### src/rtl/alu_accumulator.sv
// Accumulator/operand datapath slaved to the control-state sequencer: load, add, and a
// WIDTH-cycle shift-add multiply that stalls the sequencer. Optional flags under ALU_FLAGS_EN.
module alu_accumulator #(
    parameter int         WIDTH   = 16,
    parameter logic [5:0] ST_LDAC = 6'd10,
    parameter logic [5:0] ST_LDR  = 6'd14,
    parameter logic [5:0] ST_ADD  = 6'd19,
    parameter logic [5:0] ST_MUL  = 6'd21,
    parameter logic [5:0] ST_CLR  = 6'd0
) (
    input  logic             clock,
    input  logic             reset,
    input  logic [5:0]       state,
    input  logic [WIDTH-1:0] bus_in,
    output logic [WIDTH-1:0] ac_out,
    output logic             busy,
    output logic             done,
    output logic             stall,
    output logic             zero,
    output logic             carry
);

    localparam int             CW   = $clog2(WIDTH + 1);
    localparam logic [CW-1:0]  LAST = CW'(WIDTH - 1);

    typedef enum logic {MUL_IDLE, MUL_RUN} mul_state_e;

    mul_state_e         mst, mst_nxt;
    logic [5:0]         prev_state;
    logic [WIDTH-1:0]   ac, r;
    logic [WIDTH-1:0]   mcand, mplier;
    logic [2*WIDTH-1:0] product, prod_nxt;
    logic [CW-1:0]      cnt;
    logic [WIDTH:0]     sum;
    logic               mul_start, mul_last, idle_op;

    // Edge-detect on ST_MUL so a sequencer holding the code during stall cannot retrigger.
    assign mul_start = (state == ST_MUL) && (prev_state != ST_MUL) && (mst == MUL_IDLE);
    assign idle_op   = (mst == MUL_IDLE) && !mul_start;
    assign busy      = (mst == MUL_RUN);
    assign stall     = busy | mul_start;
    assign ac_out    = ac;
    assign sum       = {1'b0, ac} + {1'b0, r};
    assign prod_nxt  = product + (mplier[0] ? ({{WIDTH{1'b0}}, mcand} << cnt) : '0);

    always_comb begin
        mst_nxt  = mst;
        mul_last = 1'b0;
        case (mst)
            MUL_IDLE: if (mul_start) mst_nxt = MUL_RUN;
            MUL_RUN: begin
                if (cnt == LAST) begin
                    mul_last = 1'b1;
                    mst_nxt  = MUL_IDLE;
                end
            end
            default: mst_nxt = MUL_IDLE;
        endcase
    end

    always_ff @(posedge clock) begin
        if (reset) begin
            mst        <= MUL_IDLE;
            prev_state <= ST_CLR;
            ac         <= '0;
            r          <= '0;
            mcand      <= '0;
            mplier     <= '0;
            product    <= '0;
            cnt        <= '0;
            done       <= 1'b0;
        end else begin
            mst        <= mst_nxt;
            prev_state <= state;
            done       <= mul_last;
            if (mul_start) begin
                mcand   <= ac;
                mplier  <= r;
                product <= '0;
                cnt     <= '0;
            end else if (busy) begin
                product <= prod_nxt;
                mplier  <= mplier >> 1;
                cnt     <= cnt + CW'(1);
                if (mul_last) ac <= prod_nxt[WIDTH-1:0];
            end else begin
                case (state)
                    ST_LDAC: ac <= bus_in;
                    ST_LDR:  r  <= bus_in;
                    ST_ADD:  ac <= sum[WIDTH-1:0];
                    default: ;
                endcase
            end
        end
    end

`ifdef ALU_FLAGS_EN
    logic carry_q;

    always_ff @(posedge clock) begin
        if (reset)
            carry_q <= 1'b0;
        else if (idle_op && state == ST_ADD)
            carry_q <= sum[WIDTH];
        else if (mul_last)
            carry_q <= |prod_nxt[2*WIDTH-1:WIDTH];
    end

    assign carry = carry_q;
    assign zero  = (ac == '0);
`else
    logic unused_flags;

    assign unused_flags = sum[WIDTH] ^ (|prod_nxt[2*WIDTH-1:WIDTH]) ^ idle_op;
    assign carry        = 1'b0;
    assign zero         = 1'b0;
`endif

endmodule

### config.mk
export PLATFORM = sky130hd
export DESIGN_NAME = alu_accumulator
export DESIGN_NICKNAME = d
export VERILOG_FILES = /design/src/rtl/alu_accumulator.sv
export SDC_FILE = /design/constraint.sdc
export NUM_CORES = 1
export LEC_CHECK = 0
export ABC_AREA = 1
export BUFFER_PORTS_ARGS = -buffer_cell sky130_fd_sc_hd__buf_4
export CAP_MARGIN = 20
export CORE_UTILIZATION = 55
export DETAILED_ROUTE_END_ITERATION = 8
export PLACE_DENSITY = 0.83
export SYNTH_ARGS = -nofsm -noshare
export SYNTH_HDL_FRONTEND = slang
export SYNTH_SLANG_ARGS = --single-unit
### constraint.sdc
create_clock -name clock -period 2.55 [get_ports clock]
set_input_delay 0.1275 -clock clock [delete_from_list [all_inputs] [get_ports clock]]
set_output_delay 0.1275 -clock clock [all_outputs]
set_load 0.005 [all_outputs]
-- Word-level counts from Yosys, hierarchy flattened
Index checks and enable logic that the tools add are counted.
- register bits: 109
- input bits: 24
- output and inout bits: 21
- logic and storage cells: 41
- add/subtract/negate cells: 3
- equality and inequality tests: 7
- shifts and indexed selects: 1
- mux-type cells: 11
- bitwise gates (word level): 3
- reductions and logical operators: 7
- operator list (operator ; number):
    16-bit 2-to-1 mux ; 4
    32-bit adder ; 1
    32-bit 2-to-1 mux ; 1
    16-bit one-hot mux with 2 select lines ; 1
    16-bit by 5-bit << shifter with 32-bit output ; 1
    16-bit adder ; 1
    6-bit by 4-bit == test with 1-bit output (second input constant) ; 2
    6-bit by 5-bit == test with 1-bit output (second input constant) ; 2
    6-bit by 5-bit != test with 1-bit output (second input constant) ; 1
    3-bit AND reduction ; 2
    5-bit by 1-bit adder with 5-bit output (second input constant) ; 1
    5-bit by 4-bit == test with 1-bit output (second input constant) ; 1
    1-bit 2-to-1 mux ; 4
    3-bit nonzero test ; 1
    1-bit logical AND ; 2
    2-bit by 1-bit != test with 1-bit output (second input constant) ; 1
    1-bit inverter ; 2
    1-bit one-hot mux with 2 select lines ; 1
    2-bit nonzero test ; 1
    2-bit OR reduction ; 1
    1-bit OR ; 1

-- Longest topological paths before layout
- depth after elaboration: 5
- gate-level depth with buffers: 22
- mapped depth without buffers: 21

-- Worst setup path before layout
OpenSTA, ideal clock, no wires.
- path type: reg2reg
- start point: register cnt[0]
- end point: register product[14]
- library setup time: 0.117 ns
- data arrival time: 2.458 ns
- data required time: 2.433 ns
- path slack: -0.025 ns
- cell stages (with the launch flop): 20
- buffers on the path: 3
- period minus slack after synthesis: 2.575 ns
- path through: dfxtp_1 buf_6 buf_6 buf_2 nor3_1 nand2_1 nor2_1 ha_1 inv_1 fa_1 inv_1 nand3_1 nand2_1 nand2_1 nand2_1 nand3_1 a21oi_1 nor2_1 a21oi_1 nor2_1
- longest elaborated chain between the ends: 3
- ends and longest elaborated chain (item ; line ; source):
    start: declaration ; 33 ; logic [CW-1:0] cnt;
    start signal: assignment ; 84 ; cnt <= cnt + CW'(1);
    16-bit by 5-bit << shifter with 32-bit output ; 44 ; assign prod_nxt = product + (mplier[0] ? ({{WIDTH{1'b0}}, mcand} << cnt) : '0);
    32-bit 2-to-1 mux ; 44 ;
    32-bit adder ; 44 ;
    end signal: assignment ; 82 ; product <= prod_nxt;
    end: declaration ; 32 ; logic [2*WIDTH-1:0] product, prod_nxt;
No other way between the ends.
A chain may end at the register's enable or synchronous reset.

-- Worst setup path after layout
- start point: register cnt[0]
- end point: register product[15]
The elaborated chain is that of the path after synthesis.

==> impl_metrics.xml <==
<?xml version="1.0" encoding="UTF-8"?>
<metrics>
  <group name="die">
    <metric name="initial_core_util" unit="%">57.6</metric>
    <metric name="die-area" unit="mm^2">0.0114</metric>
    <metric name="core.rowCount" unit="">37</metric>
    <metric name="die_height" unit="um">107</metric>
    <metric name="ios" unit="">45</metric>
    <metric name="core_area" unit="mm^2">0.0105</metric>
    <metric name="fp.dieW" unit="um">107</metric>
  </group>
  <group name="drt">
    <metric name="via_per_inst" unit="">5.97</metric>
    <metric name="drtPass1Iterations" unit="">6</metric>
    <metric name="drc" unit="">0</metric>
    <metric name="wire_per_inst" unit="um">17.8</metric>
    <metric name="number_of_vias_after_detailed_routing" unit="">6956</metric>
    <metric name="detail_route.iter0.violations" unit="">680</metric>
    <metric name="postRouteWirelength" unit="um">20700</metric>
    <metric name="antenna_violating_nets_post_route" unit="">0</metric>
  </group>
  <group name="min_path">
    <metric name="hold_path_class" unit="">in -&gt; reg</metric>
  </group>
  <group name="grt">
    <metric name="overflow" unit="">0</metric>
    <metric name="grt_util_all_layers" unit="%">32.7</metric>
    <metric name="grt_max_degree" unit="">31</metric>
    <metric name="antenna_violations_before_repair" unit="">0</metric>
    <metric name="grt_pass1_vias" unit="">6055</metric>
    <metric name="grt_first_pass_wirelength" unit="um">29000</metric>
  </group>
  <group name="clocking">
    <metric name="clock-root-buffer" unit="">clkbuf_8</metric>
    <metric name="max-clock-path-buffers" unit="">2</metric>
    <metric name="clk_latency" unit="ps">390</metric>
    <metric name="cts-buffers-inserted" unit="">9</metric>
    <metric name="cts_tree" unit="">done</metric>
    <metric name="clock-sinks" unit="">93</metric>
    <metric name="clock_pin_slew_worst_setup_and_hold_paths" unit="ps">110</metric>
    <metric name="h-tree-depth" unit="">3</metric>
  </group>
  <group name="synth">
    <metric name="netlist-cell-type-count" unit="">48</metric>
    <metric name="ys_seq_area_share" unit="%">30.9</metric>
    <metric name="yosys_reg_bits" unit="">93</metric>
    <metric name="synth_ff_type" unit="">dfxtp_1</metric>
    <metric name="netlist_top_cells_count" unit="">nand2_1 (248), inv_1 (104), a21oi_1 (99)</metric>
    <metric name="synth_top_cell_area_share" unit="%">30.9</metric>
    <metric name="yosysTopAreaCell" unit="">dfxtp_1</metric>
    <metric name="postSynthCellCount" unit="">923</metric>
    <metric name="synth_warn" unit="">0</metric>
    <metric name="post_synth_edffs" unit="">0</metric>
    <metric name="synth.cell_area" unit="mm^2">0.00603</metric>
    <metric name="postSynthAreaPerCell" unit="um^2">6.53</metric>
    <metric name="ys_async_sr_fraction" unit="%">0</metric>
    <metric name="yosys.cell_count.top_type" unit="">nand2_1</metric>
    <metric name="netlist_top_cells_area" unit="">dfxtp_1 (31%), nand2_1 (15%), a21oi_1 (8.2%)</metric>
  </group>
  <group name="power">
    <metric name="ir_drop" unit="V">0.000360</metric>
    <metric name="leakage" unit="nW">3.49</metric>
    <metric name="power-per-cell-area" unit="mW/mm^2">357</metric>
  </group>
  <group name="cells_and_area">
    <metric name="seq_area" unit="mm^2">0.00187</metric>
    <metric name="finalInstanceArea" unit="mm^2">0.00790</metric>
    <metric name="synthToLayoutAreaGrowth" unit="%">31.0</metric>
    <metric name="number_of_inserted_diodes" unit="">0</metric>
    <metric name="final_net_count" unit="">1082</metric>
    <metric name="drive_above_1_share" unit="%">30.1</metric>
    <metric name="multiInputGateArea" unit="mm^2">0.00415</metric>
    <metric name="layout.filler_cells" unit="">806</metric>
    <metric name="finish.cell_count_without_fillers" unit="">1165</metric>
  </group>
  <group name="worst_setup_path">
    <metric name="worst-r2r-cell-count" unit="">18</metric>
    <metric name="worst_setup_path_endpoint" unit="">product[15]</metric>
    <metric name="timing_worst_setup_path_type" unit="">reg -&gt; reg</metric>
    <metric name="worst-endpoint-required" unit="ps">2860</metric>
    <metric name="rrSetupSlack" unit="ps">-310</metric>
    <metric name="setup.worst_path.start_class" unit="">flop</metric>
    <metric name="worstPathArrival" unit="ps">3170</metric>
    <metric name="critical_path.reg2reg.startpoint" unit="">cnt[0]</metric>
    <metric name="max_fo_critical_path" unit="">7</metric>
    <metric name="endpoint_kind" unit="">flop</metric>
    <metric name="crit-reg2reg-capture" unit="">product[15]</metric>
    <metric name="critical_path.startpoint" unit="">cnt[0]</metric>
  </group>
  <group name="timing">
    <metric name="final-setup-viol-count" unit="">16</metric>
    <metric name="timing.final.crit_share" unit="%">112</metric>
    <metric name="hold_viol" unit="">0</metric>
    <metric name="max_slew.worst_pin.slew" unit="ps">730</metric>
    <metric name="layout_setup_ws" unit="ps">-309</metric>
    <metric name="clock_skew" unit="ps">17.0</metric>
    <metric name="finalCriticalPeriod" unit="ps">2860</metric>
    <metric name="final_max_slew_viol_count" unit="">0</metric>
    <metric name="rsz0062_at_grt" unit="">true</metric>
    <metric name="hold-worst-slack" unit="ps">17.3</metric>
    <metric name="max_slew_margin" unit="%">51.3</metric>
    <metric name="fmax" unit="MHz">350</metric>
  </group>
  <group name="status">
    <metric name="status" unit="">finished, violations left</metric>
    <metric name="violated_checks" unit="">setup timing</metric>
  </group>
  <group name="placement">
    <metric name="post_dp_cell_area" unit="mm^2">0.00673</metric>
    <metric name="placement.io_buffers" unit="">42</metric>
    <metric name="dpl.hpwl" unit="um">13200</metric>
    <metric name="place.detailed.instances" unit="">1121</metric>
    <metric name="routabilityCongestion" unit="">0.972</metric>
  </group>
  <group name="job">
    <metric name="drv_cap" unit="">0</metric>
  </group>
</metrics>
==> critical path: stages (launching register included) <==
cell and delay (ps):
dfxtp_4 410, buf_8 150, buf_8 130, nand2_2 60
o21ai_2 60, mux2i_1 170, nand2_1 100, nand3_1 120
o21ai_1 100, ha_1 370, a21oi_2 230, o21ai_2 100
nand2_1 80, nand2_1 80, a21oi_2 160, inv_1 80
nand2_1 90, nand3_2 100, a21oi_1 200
==> registers in the layout (all words and copies together) (netlist names) <==
| signal | cells |
|---|---|
| ac_out | 16 |
| busy | 1 |
| cnt | 5 |
| done | 1 |
| mcand | 16 |
| mplier | 16 |
| prev_state | 6 |
| product | 16 |
| r | 16 |
==> cells by family after synthesis <==
family | Yosys count | share of synthesized area (%)
AOI/OAI and AO/OA | 213 | 19.7
xor gates and xnor gates | 10 | 1.45
adders and majority gates | 34 | 7.30
buffers and inverters | 154 | 11.2
DFF | 93 | 30.9
muxes | 1 | 0.166
other | 1 | 0.0622
and+or+nand+nor | 417 | 29.2
==> how the worst min path moves through the flow <==
stage | from | endpoint | slack [ps] | depth (start not counted)
detailed placement | state[5] | prev_state[5] | 360 | 3
global placement | state[5] | prev_state[5] | 360 | 3
floorplan | state[3] | prev_state[3] | 250 | 2
CTS | bus_in[4] | r[4] | 10 | 3
global route | bus_in[5] | r[5] | 40 | 3
finish | bus_in[12] | r[12] | 20 | 3
==> metal layers <==
layer,track usage (%),vias to the layer above,part of all wire [%]
met1,42.8,3215,39
li1,-,3230,-
met3,4.07,80,10
met2,53.9,431,46
met5,0,-,0
met4,14.2,0,4.5
==> layout by cell type (no fill, tap or decap), types with 17 or more instances in the layout <==
cell     count
a21oi_2     24
dfxtp_1     91
nand3_1     61
inv_1       95
nor2_1      46
nand2_2     37
buf_4      111
ha_1        22
nand2_1    207
o21ai_1     21
o21ai_0     33
nand3_2     17
a21oi_1     73
==> per-stage QoR <==
step / TNS, ps / power (W) / util, % / setup WS [ps]
final: -1820 / 0.00282 / 75.5 / -309
after floorplan: 0 / 0.00164 / - / 6.31
after global routing: -3930 / 0.00288 / 75.5 / -397
after global placement: -2570 / 0.00173 / 64.4 / -270
after CTS: -0.327 / 0.00278 / 69.2 / -0.327
after detailed placement: -3530 / 0.00174 / 64.4 / -291
==> power by group <==
part / switching (W) / internal [W]
combinational: 0.000139 / 0.000102
clock: 0.000594 / 0.000492
sequential: 0.0000218 / 0.00147
total: 0.000755 / 0.00206
==> area by class of cell <==
class | count | area share, %
repair buffers | 131 | 13.6
multi-input cells | 677 | 52.6
clock inverters | 5 | 0.824
inverters | 112 | 5.45
well taps | 136 | 2.15
flip-flops and latches | 93 | 23.6
clock buffers | 11 | 1.79
==> timing repair <==
action | in CTS | in global routing
hold buffers | 5 | 0
pin swaps | 24 | 79
endpoints found under the setup margin | 23 | 25
gates resized for setup | 58 | 152
setup buffers | 10 | 13
endpoints found under the hold margin | 5 | 0
cloned | 0 | 1
No activity file was read; power rests on OpenSTA's default activity.
